===== src/rtl/wb_stage_regfile.sv =====
// Writeback stage with an integrated 32-entry register file.
// The stage extracts load data, selects the writeback value and writes it to
// the register file. It also drives the forwarding bus and keeps the retired
// instruction and cycle counters. Reads see the write in the same cycle, and
// a separate debug port shows the stored state with no bypass.
module wb_stage_regfile #(
  parameter int XLEN     = 32,
  parameter int RF_DEPTH = 32
) (
  input  logic            clk_MemWB,
  input  logic            rst_MemWB,
  input  logic            en_WB,
  input  logic            valid_in_WB,
  input  logic [XLEN-1:0] PC_in_WB,
  input  logic [XLEN-1:0] PC4_in_WB,
  input  logic [XLEN-1:0] Inst_in_WB,
  input  logic [4:0]      Rd_addr_in_WB,
  input  logic [XLEN-1:0] ALU_in_WB,
  input  logic [XLEN-1:0] DMem_data_in_WB,
  input  logic [1:0]      MemtoReg_in_WB,
  input  logic            RegWrite_in_WB,
  input  logic [4:0]      rs1_addr,
  input  logic [4:0]      rs2_addr,
  output logic [XLEN-1:0] rs1_data,
  output logic [XLEN-1:0] rs2_data,
  output logic            wb_fwd_valid,
  output logic [4:0]      wb_fwd_rd,
  output logic [XLEN-1:0] wb_fwd_data,
  output logic [63:0]     instret,
  output logic [63:0]     cycle,
  input  logic [4:0]      dbg_addr,
  output logic [XLEN-1:0] dbg_data
);

  // Load funct3 encodings.
  localparam logic [2:0] F3_LB  = 3'b000;
  localparam logic [2:0] F3_LH  = 3'b001;
  localparam logic [2:0] F3_LW  = 3'b010;
  localparam logic [2:0] F3_LBU = 3'b100;
  localparam logic [2:0] F3_LHU = 3'b101;

  // Writeback result select encodings.
  localparam logic [1:0] SEL_ALU  = 2'b00;
  localparam logic [1:0] SEL_LOAD = 2'b01;
  localparam logic [1:0] SEL_PC4  = 2'b10;

  logic [XLEN-1:0] regs_q [RF_DEPTH];

  logic [2:0]      funct3;
  logic [1:0]      byte_off;
  logic [7:0]      load_byte;
  logic [15:0]     load_half;
  logic [XLEN-1:0] load_data;
  logic [XLEN-1:0] wb_data;
  logic            we;
  logic            retire;

  logic [63:0]     instret_q;
  logic [63:0]     instret_d;
  logic [63:0]     cycle_q;
  logic [63:0]     cycle_d;

  // The PC and the non-funct3 instruction bits are carried for tracing only.
  logic unused_trace;
  assign unused_trace = ^{PC_in_WB, Inst_in_WB[31:15], Inst_in_WB[11:0]};

  assign funct3   = Inst_in_WB[14:12];
  assign byte_off = ALU_in_WB[1:0];

  // Pick the addressed byte and half-word out of the aligned memory word.
  always_comb begin
    load_byte = DMem_data_in_WB[7:0];
    case (byte_off)
      2'b00:   load_byte = DMem_data_in_WB[7:0];
      2'b01:   load_byte = DMem_data_in_WB[15:8];
      2'b10:   load_byte = DMem_data_in_WB[23:16];
      default: load_byte = DMem_data_in_WB[31:24];
    endcase
    // Half-word loads are treated as aligned, so off[0] is ignored.
    load_half = byte_off[1] ? DMem_data_in_WB[31:16] : DMem_data_in_WB[15:0];
  end

  // Extend the selected piece according to the load type.
  always_comb begin
    load_data = DMem_data_in_WB;
    case (funct3)
      F3_LB:   load_data = {{24{load_byte[7]}}, load_byte};
      F3_LH:   load_data = {{16{load_half[15]}}, load_half};
      F3_LW:   load_data = DMem_data_in_WB;
      F3_LBU:  load_data = {24'd0, load_byte};
      F3_LHU:  load_data = {16'd0, load_half};
      default: load_data = DMem_data_in_WB;
    endcase
  end

  // Select the value written back.
  always_comb begin
    wb_data = '0;
    case (MemtoReg_in_WB)
      SEL_ALU:  wb_data = ALU_in_WB;
      SEL_LOAD: wb_data = load_data;
      SEL_PC4:  wb_data = PC4_in_WB;
      default:  wb_data = '0;
    endcase
  end

  // A write needs a live, unstalled instruction that targets a register other than x0.
  assign we     = valid_in_WB & en_WB & RegWrite_in_WB & (Rd_addr_in_WB != 5'd0);
  assign retire = valid_in_WB & en_WB;

  assign wb_fwd_valid = we;
  assign wb_fwd_rd    = Rd_addr_in_WB;
  assign wb_fwd_data  = wb_data;

  // Register file storage. Reset clears every entry at once. Entry 0 is never
  // written, so it stays zero.
  always_ff @(posedge clk_MemWB or posedge rst_MemWB) begin
    if (rst_MemWB) begin
      for (int i = 0; i < RF_DEPTH; i++) begin
        regs_q[i] <= '0;
      end
    end else if (we) begin
      regs_q[Rd_addr_in_WB] <= wb_data;
    end
  end

  // Read port 1: the current writeback value takes priority over stored data.
  always_comb begin
    rs1_data = '0;
    if (we && (rs1_addr == Rd_addr_in_WB)) begin
      rs1_data = wb_data;
    end else if (rs1_addr != 5'd0) begin
      rs1_data = regs_q[rs1_addr];
    end
  end

  // Read port 2: same bypass rule as port 1.
  always_comb begin
    rs2_data = '0;
    if (we && (rs2_addr == Rd_addr_in_WB)) begin
      rs2_data = wb_data;
    end else if (rs2_addr != 5'd0) begin
      rs2_data = regs_q[rs2_addr];
    end
  end

  // Debug port: stored contents only, never the in-flight write.
  always_comb begin
    dbg_data = '0;
    if (dbg_addr != 5'd0) begin
      dbg_data = regs_q[dbg_addr];
    end
  end

  // Counter next-state values. Both counters wrap naturally at 2^64.
  assign instret_d = instret_q + {63'd0, retire};
  assign cycle_d   = cycle_q + 64'd1;

  // Retired-instruction and free-running cycle counters.
  always_ff @(posedge clk_MemWB or posedge rst_MemWB) begin
    if (rst_MemWB) begin
      instret_q <= '0;
      cycle_q   <= '0;
    end else begin
      instret_q <= instret_d;
      cycle_q   <= cycle_d;
    end
  end

  assign instret = instret_q;
  assign cycle   = cycle_q;

endmodule


===== config.mk =====
export PLATFORM = sky130hd
export DESIGN_NAME = wb_stage_regfile
export DESIGN_NICKNAME = d
export VERILOG_FILES = /design/src/rtl/wb_stage_regfile.sv
export SDC_FILE = /design/constraint.sdc
export NUM_CORES = 2
export LEC_CHECK = 0
export BUFFER_PORTS_ARGS = -buffer_cell sky130_fd_sc_hd__buf_2
export CORE_AREA = 5 5 398 400
export DETAILED_ROUTE_END_ITERATION = 16
export DIE_AREA = 0 0 403 405
export SYNTH_ARGS = -nofsm -noshare
export SYNTH_HDL_FRONTEND = slang
export SYNTH_SLANG_ARGS = --single-unit

===== constraint.sdc =====
create_clock -name clk_MemWB -period 40.5 [get_ports clk_MemWB]
set_clock_uncertainty 0.05 [all_clocks]
set_input_delay 8.1 -clock clk_MemWB [delete_from_list [all_inputs] [get_ports clk_MemWB]]
set_output_delay 8.1 -clock clk_MemWB [all_outputs]
set_load 0.01 [all_outputs]

# Word level (Yosys, flattened, before mapping)
# Index checks and enable logic that the tools add are counted.
word_totals:
  output_inout_bits: 262
  latch_bits: 0
  mem_bits_ro: 0
  ff_bits: 1152
  mem_count: 0
  ramBits: 0
op_classes:
  n_mux: 21
  n_div: 0
  n_mul: 0
  n_eq_ne: 9
  add_sub_neg: 2
  bitwise_logic: 7
  n_lt_le_gt_ge: 5
  shift: 0
  reduce_logical: 10
op_table:
  columns: ["cell", "count"]
  rows:
  - ["1024-bit bitwise mux", 1]
  - ["32-bit binary-select mux with 5-bit select", 3]
  - ["32-bit 2-to-1 mux", 12]
  - ["32-bit demux with 5-bit select", 1]
  - ["32-bit one-hot mux with 4 select lines", 1]
  - ["32-bit one-hot mux with 3 select lines", 1]
  - ["64-bit by 1-bit adder with 64-bit output", 1]
  - ["64-bit by 1-bit adder with 64-bit output, second input constant", 1]
  - ["6-bit greater-or-equal comparator, second input constant", 4]
  - ["5-bit NOT with 6-bit output", 4]
  - ["8-bit one-hot mux with 3 select lines", 1]
  - ["5-bit nonzero test", 4]
  - ["16-bit 2-to-1 mux", 1]
  - ["5-bit == test", 2]
  - ["3-bit == test, second input constant", 2]
  - ["6-bit by 1-bit less-than comparator with 1-bit output, second input constant", 1]
  - ["2-bit by 1-bit == test with 1-bit output, second input constant", 2]
  - ["2-bit == test, second input constant", 2]
  - ["2-bit logical NOT", 2]
  - ["1-bit bitwise AND", 3]
  - ["3-bit by 1-bit == test with 1-bit output, second input constant", 1]
  - ["1-bit logical AND", 3]
  - ["3-bit logical NOT", 1]

# Depth between registers and ports, before layout
depth:
  word_depth: 6
  ltp_mapped: 9
  mapped_depth_nobuf: 7

# Worst setup path before layout
# OpenSTA, ideal clock, no wires.
synth_timing:
  path_kind: "input to output"
  from: "input port dbg_addr[0]"
  to: "output port dbg_data[10]"
  path_buffers: 3
  path_slack_ns: 22.326
  t_arrival_ns: 10.024
  path_stages: 7
  cell_sequence: "clkbuf_1 buf_2 buf_2 mux4_2 mux4_2 mux2i_1 nor2_1"
synth_via:
  elab_chain_len: 5
synth_rtl:
  columns: ["item", "line", "text"]
  rows:
  - ["start: declaration", "31", "input logic [4:0] dbg_addr,"]
  - ["5-bit NOT with 6-bit output (not written as such)", "151", "dbg_data = regs_q[dbg_addr];"]
  - ["32-bit binary-select mux with 5-bit select", "151", null]
  - ["32-bit 2-to-1 mux (not written as such) (2 in a row)", "151", null]
  - ["32-bit 2-to-1 mux *", "150", "if (dbg_addr != 5'd0) begin"]
  - ["end: declaration", "32", "output logic [XLEN-1:0] dbg_data"]
# Every way passes the cells marked *; elsewhere a longest branch is shown, timed or not. The select of a mux whose other input is x is not followed.

# Worst setup path after layout
layout_timing:
  from: "input port rs1_addr[1]"
  to: "output port rs1_data[2]"
layout_via:
  elab_chain_len: 6
layout_rtl:
  columns: ["item", "line", "text"]
  rows:
  - ["start: declaration", "22", "input logic [4:0] rs1_addr,"]
  - ["5-bit NOT with 6-bit output (not written as such)", "133", "rs1_data = regs_q[rs1_addr];"]
  - ["32-bit binary-select mux with 5-bit select", "133", null]
  - ["32-bit 2-to-1 mux (not written as such) (2 in a row)", "133", null]
  - ["32-bit 2-to-1 mux", "132", "end else if (rs1_addr != 5'd0) begin"]
  - ["32-bit 2-to-1 mux *", "130", "if (we && (rs1_addr == Rd_addr_in_WB)) begin"]
  - ["end: declaration", "24", "output logic [XLEN-1:0] rs1_data,"]
# Marks and branches as above.

==> metrics.yaml <==
run_status:
  status: "completed"
pwr:
  pwr-share-comb_pct: 15.3
  clkPwrFrac_pct: 42.3
  switching_power_uw: 890
  ir_drop_mv: 0.0437
  power_leakage_nw: 33.4
  power_density_nw_per_um2: 39.6
  seqPwrFrac_pct: 42.4
  p_int_mw: 2.15
  swShare_pct: 29.3
  p_total_mw: 3.04
routing:
  wl_per_cell_um: 30.2
  vias: 56100
  drt_iter0_drc: 6515
  firstDrtPassIters: 6
  viasPerCell: 6.59
  routed_wl_mm: 257
  drcViolationCount: 0
  antenna_left: 0
worst_setup_path:
  critical_path_arrival_ps: 12970
  rr_worst_depth: 5
  path_cells: "buf_6, nor2b_4, buf_4, buf_4, a221oi_1, a22oi_1, o21ai_0, a221o_1, buf_2"
  crit_type: "in2out"
  path_max_fanout: 60
  crit_top_cell: "buf_4"
  critPathRequiredTime_ps: 32350
  endpoint_kind: "output port"
  start_kind: "input port"
  crit_path_max_incr_delay_ps: 1020
  cpMaxStageDelayCell: "buf_4"
synthesis:
  synthCells: 6385
  syn_avg_cell_area_um2: 10.8
  yosys.area_share.simple_pct: 9.23
  yosysWarnings: 0
  async_flop_share_pct: 100
  synthMuxAreaShare_pct: 27.5
  synth_top_cell_by_area: "dfrtp_1"
  synth_top_family_by_area: "multiplexers"
  syn_area_um2: 68800
  synth_compound_area_share_pct: 15.1
  synth-edff-count: 0
  synthTopCellsByArea: "dfrtp_1 42%, mux4_2 19%, mux2i_1 8.1%, o21ai_0 7.8%, nand2_1 6.1%"
  synth_ff_type: "dfrtp_1"
  synth_adder_area_share_pct: 0.0545
  syn_nets: 6575
  ys_seq_area_share_pct: 41.9
  yosysTopAreaCellShare_pct: 41.9
  ys_types: 64
  synthXorXnorAreaFrac_pct: 1.71
  synth-seq-cells: 1152
grt:
  grt_usage_pct: 31.0
  grt_pass1_vias: 53900
  grt_pass1_wl_mm: 375
  antenna_found_initial: 11
  overflow: 0
  grt_max_degree: 126
clock_tree:
  htree_levels: 4
  cts_root_buffer: "clkbuf_16"
  clock_latency_ps: 800
  hold_buffers: 0
  clkSinkCount: 1152
  tritoncts: "yes"
  tritoncts.num_buffers: 135
  postCtsSetupBuffers: 0
  cts_buffer_depth: 3
  cts_resized: 0
  clk_pin_slew_worst_paths_ps: 60
sta:
  clock.fmax_ghz: 0.0473
  period_share_pct: 52.2
  setup_viol: 0
  hold_viol: 0
  worstMarginPinSlew_ps: 1290
  rsz0062_at_grt: "no"
  drv_slew: 0
  finalWorstPathRequiredPeriod_ps: 21120
  maxSlewHeadroom_pct: 14.2
  setup_tns_ps: 0
floorplanning:
  row_count: 145
  io_pins: 449
  die_x_um: 403
  core_area_um2: 155000
  die_area_um2: 163000
  die_y_um: 405
  start_util_pct: 44.4
placement:
  dpl_cell_area_um2: 71900
  io_buffers: 387
  hpwl_mm: 144
  routabilityCongestion: 0.865
  dp_cells: 8263
layout:
  final_cells: 8515
  layout_commonest_cell: "dfrtp_1"
  fin_nets: 6532
  fin_area_um2: 76600
  final_cell_mix: "1152 x dfrtp_1, 1093 x nand2_1, 1078 x o21ai_0"
  drive_gt1_share_pct: 22.2
  syn_to_final_growth_pct: 11.3
job:
  drv_cap: 0
worst_hold_path:
  hp-class: "reg2reg"
  worstHoldPathCells: 0
power groups by stage:
stage	Sequential, mW	Clock (mW)	Combinational, mW
3_3_place_gp	1.30	0	0.453
5_1_grt	1.29	1.34	0.499
6_report	1.29	1.28	0.464
4_1_cts	1.28	1.30	0.461
3_5_place_dp	1.30	0	0.459
2_1_floorplan	1.29	0	0.312
state kept, by name (all words and copies together), names as in the netlist:
signal   count
instret     64
regs_q    1024
cycle       64
metrics by stage:
stage                     hold WS, ps  setup WS, ps  utilization, %
after floorplan                   408         16450               -
after global placement            347         19720            46.4
after detailed placement          355         19670            46.4
after CTS                         370         19670            49.4
after global routing              378         19480            49.4
final                             367         19380            49.4
final timing paths:
| check | from | slack [ps] | end |
|---|---|---|---|
| max in group asynchronous | rst_MemWB | 28870 | regs_q[876] |
| worst max-delay path | rs1_addr[1] | 19380 | rs1_data[2] |
| worst min-delay path | regs_q[1022] | 370 | regs_q[1022] |
| worst min register to register | regs_q[1022] | 370 | regs_q[1022] |
| worst max register to register | instret[32] | 37740 | instret[63] |
| min in group asynchronous | rst_MemWB | 7480 | regs_q[790] |
worst max-delay path, delay by kind of cell:
kind | cells | cell delay [ps]
AOI/OAI and AO/OA | 4 | 1270
buffers and inverters | 4 | 2480
and+or+nand+nor | 1 | 980
metal layers:
layer / wire length [µm] / global-route usage, % / vias up
li1: - / - / 23800
met1: 107000 / 44.3 / 28500
met2: 111000 / 45.3 / 3188
met3: 27000 / 7.42 / 633
met4: 11900 / 13.2 / 4
met5: 24 / 0 / -
kinds of logic after synthesis:
kind of cell / count (synthesis)
AOI/OAI and AO/OA: 1691
xor gates and xnor gates: 134
adders and majority gates: 3
buffers and inverters: 739
DFF: 1152
muxes: 1156
and+or+nand+nor: 1510
cell usage after synthesis (8+ instances only):
library cell  number
nor3_1            19
o22ai_1           16
a221oi_1         248
mux2_2            13
nor2_1           105
a211o_1           25
clkbuf_1         482
xor2_1            36
and3_1            21
a221o_1           23
mux2i_1          554
a21o_1            16
o21ai_0         1078
a21bo_2            8
a21oi_1           69
o211ai_1           9
buf_1             30
a22oi_1          108
nand4_1           43
and2_1            14
xnor2_1           98
mux4_2           589
nand2_1         1116
inv_2             11
dfrtp_1         1152
inv_1             45
o21bai_1          40
clkbuf_2          28
and3b_1            9
nand2b_1          12
buf_2            122
a21boi_0           8
a21oi_4           10
buf_4             17
nand3_1          116
and4_1            19
final cells by class:
cell class                 count  area [µm²]
fill                       14100       78400
multi-input combinational   4494       37300
sequential                  1152       28800
clock buffer                 188        3860
timing repair buffer         503        2940
tap                         2058        2570
clock inverter                57         803
inverter                      56         220
antenna                        7        17.5
Power figures use the tool's default switching activity.
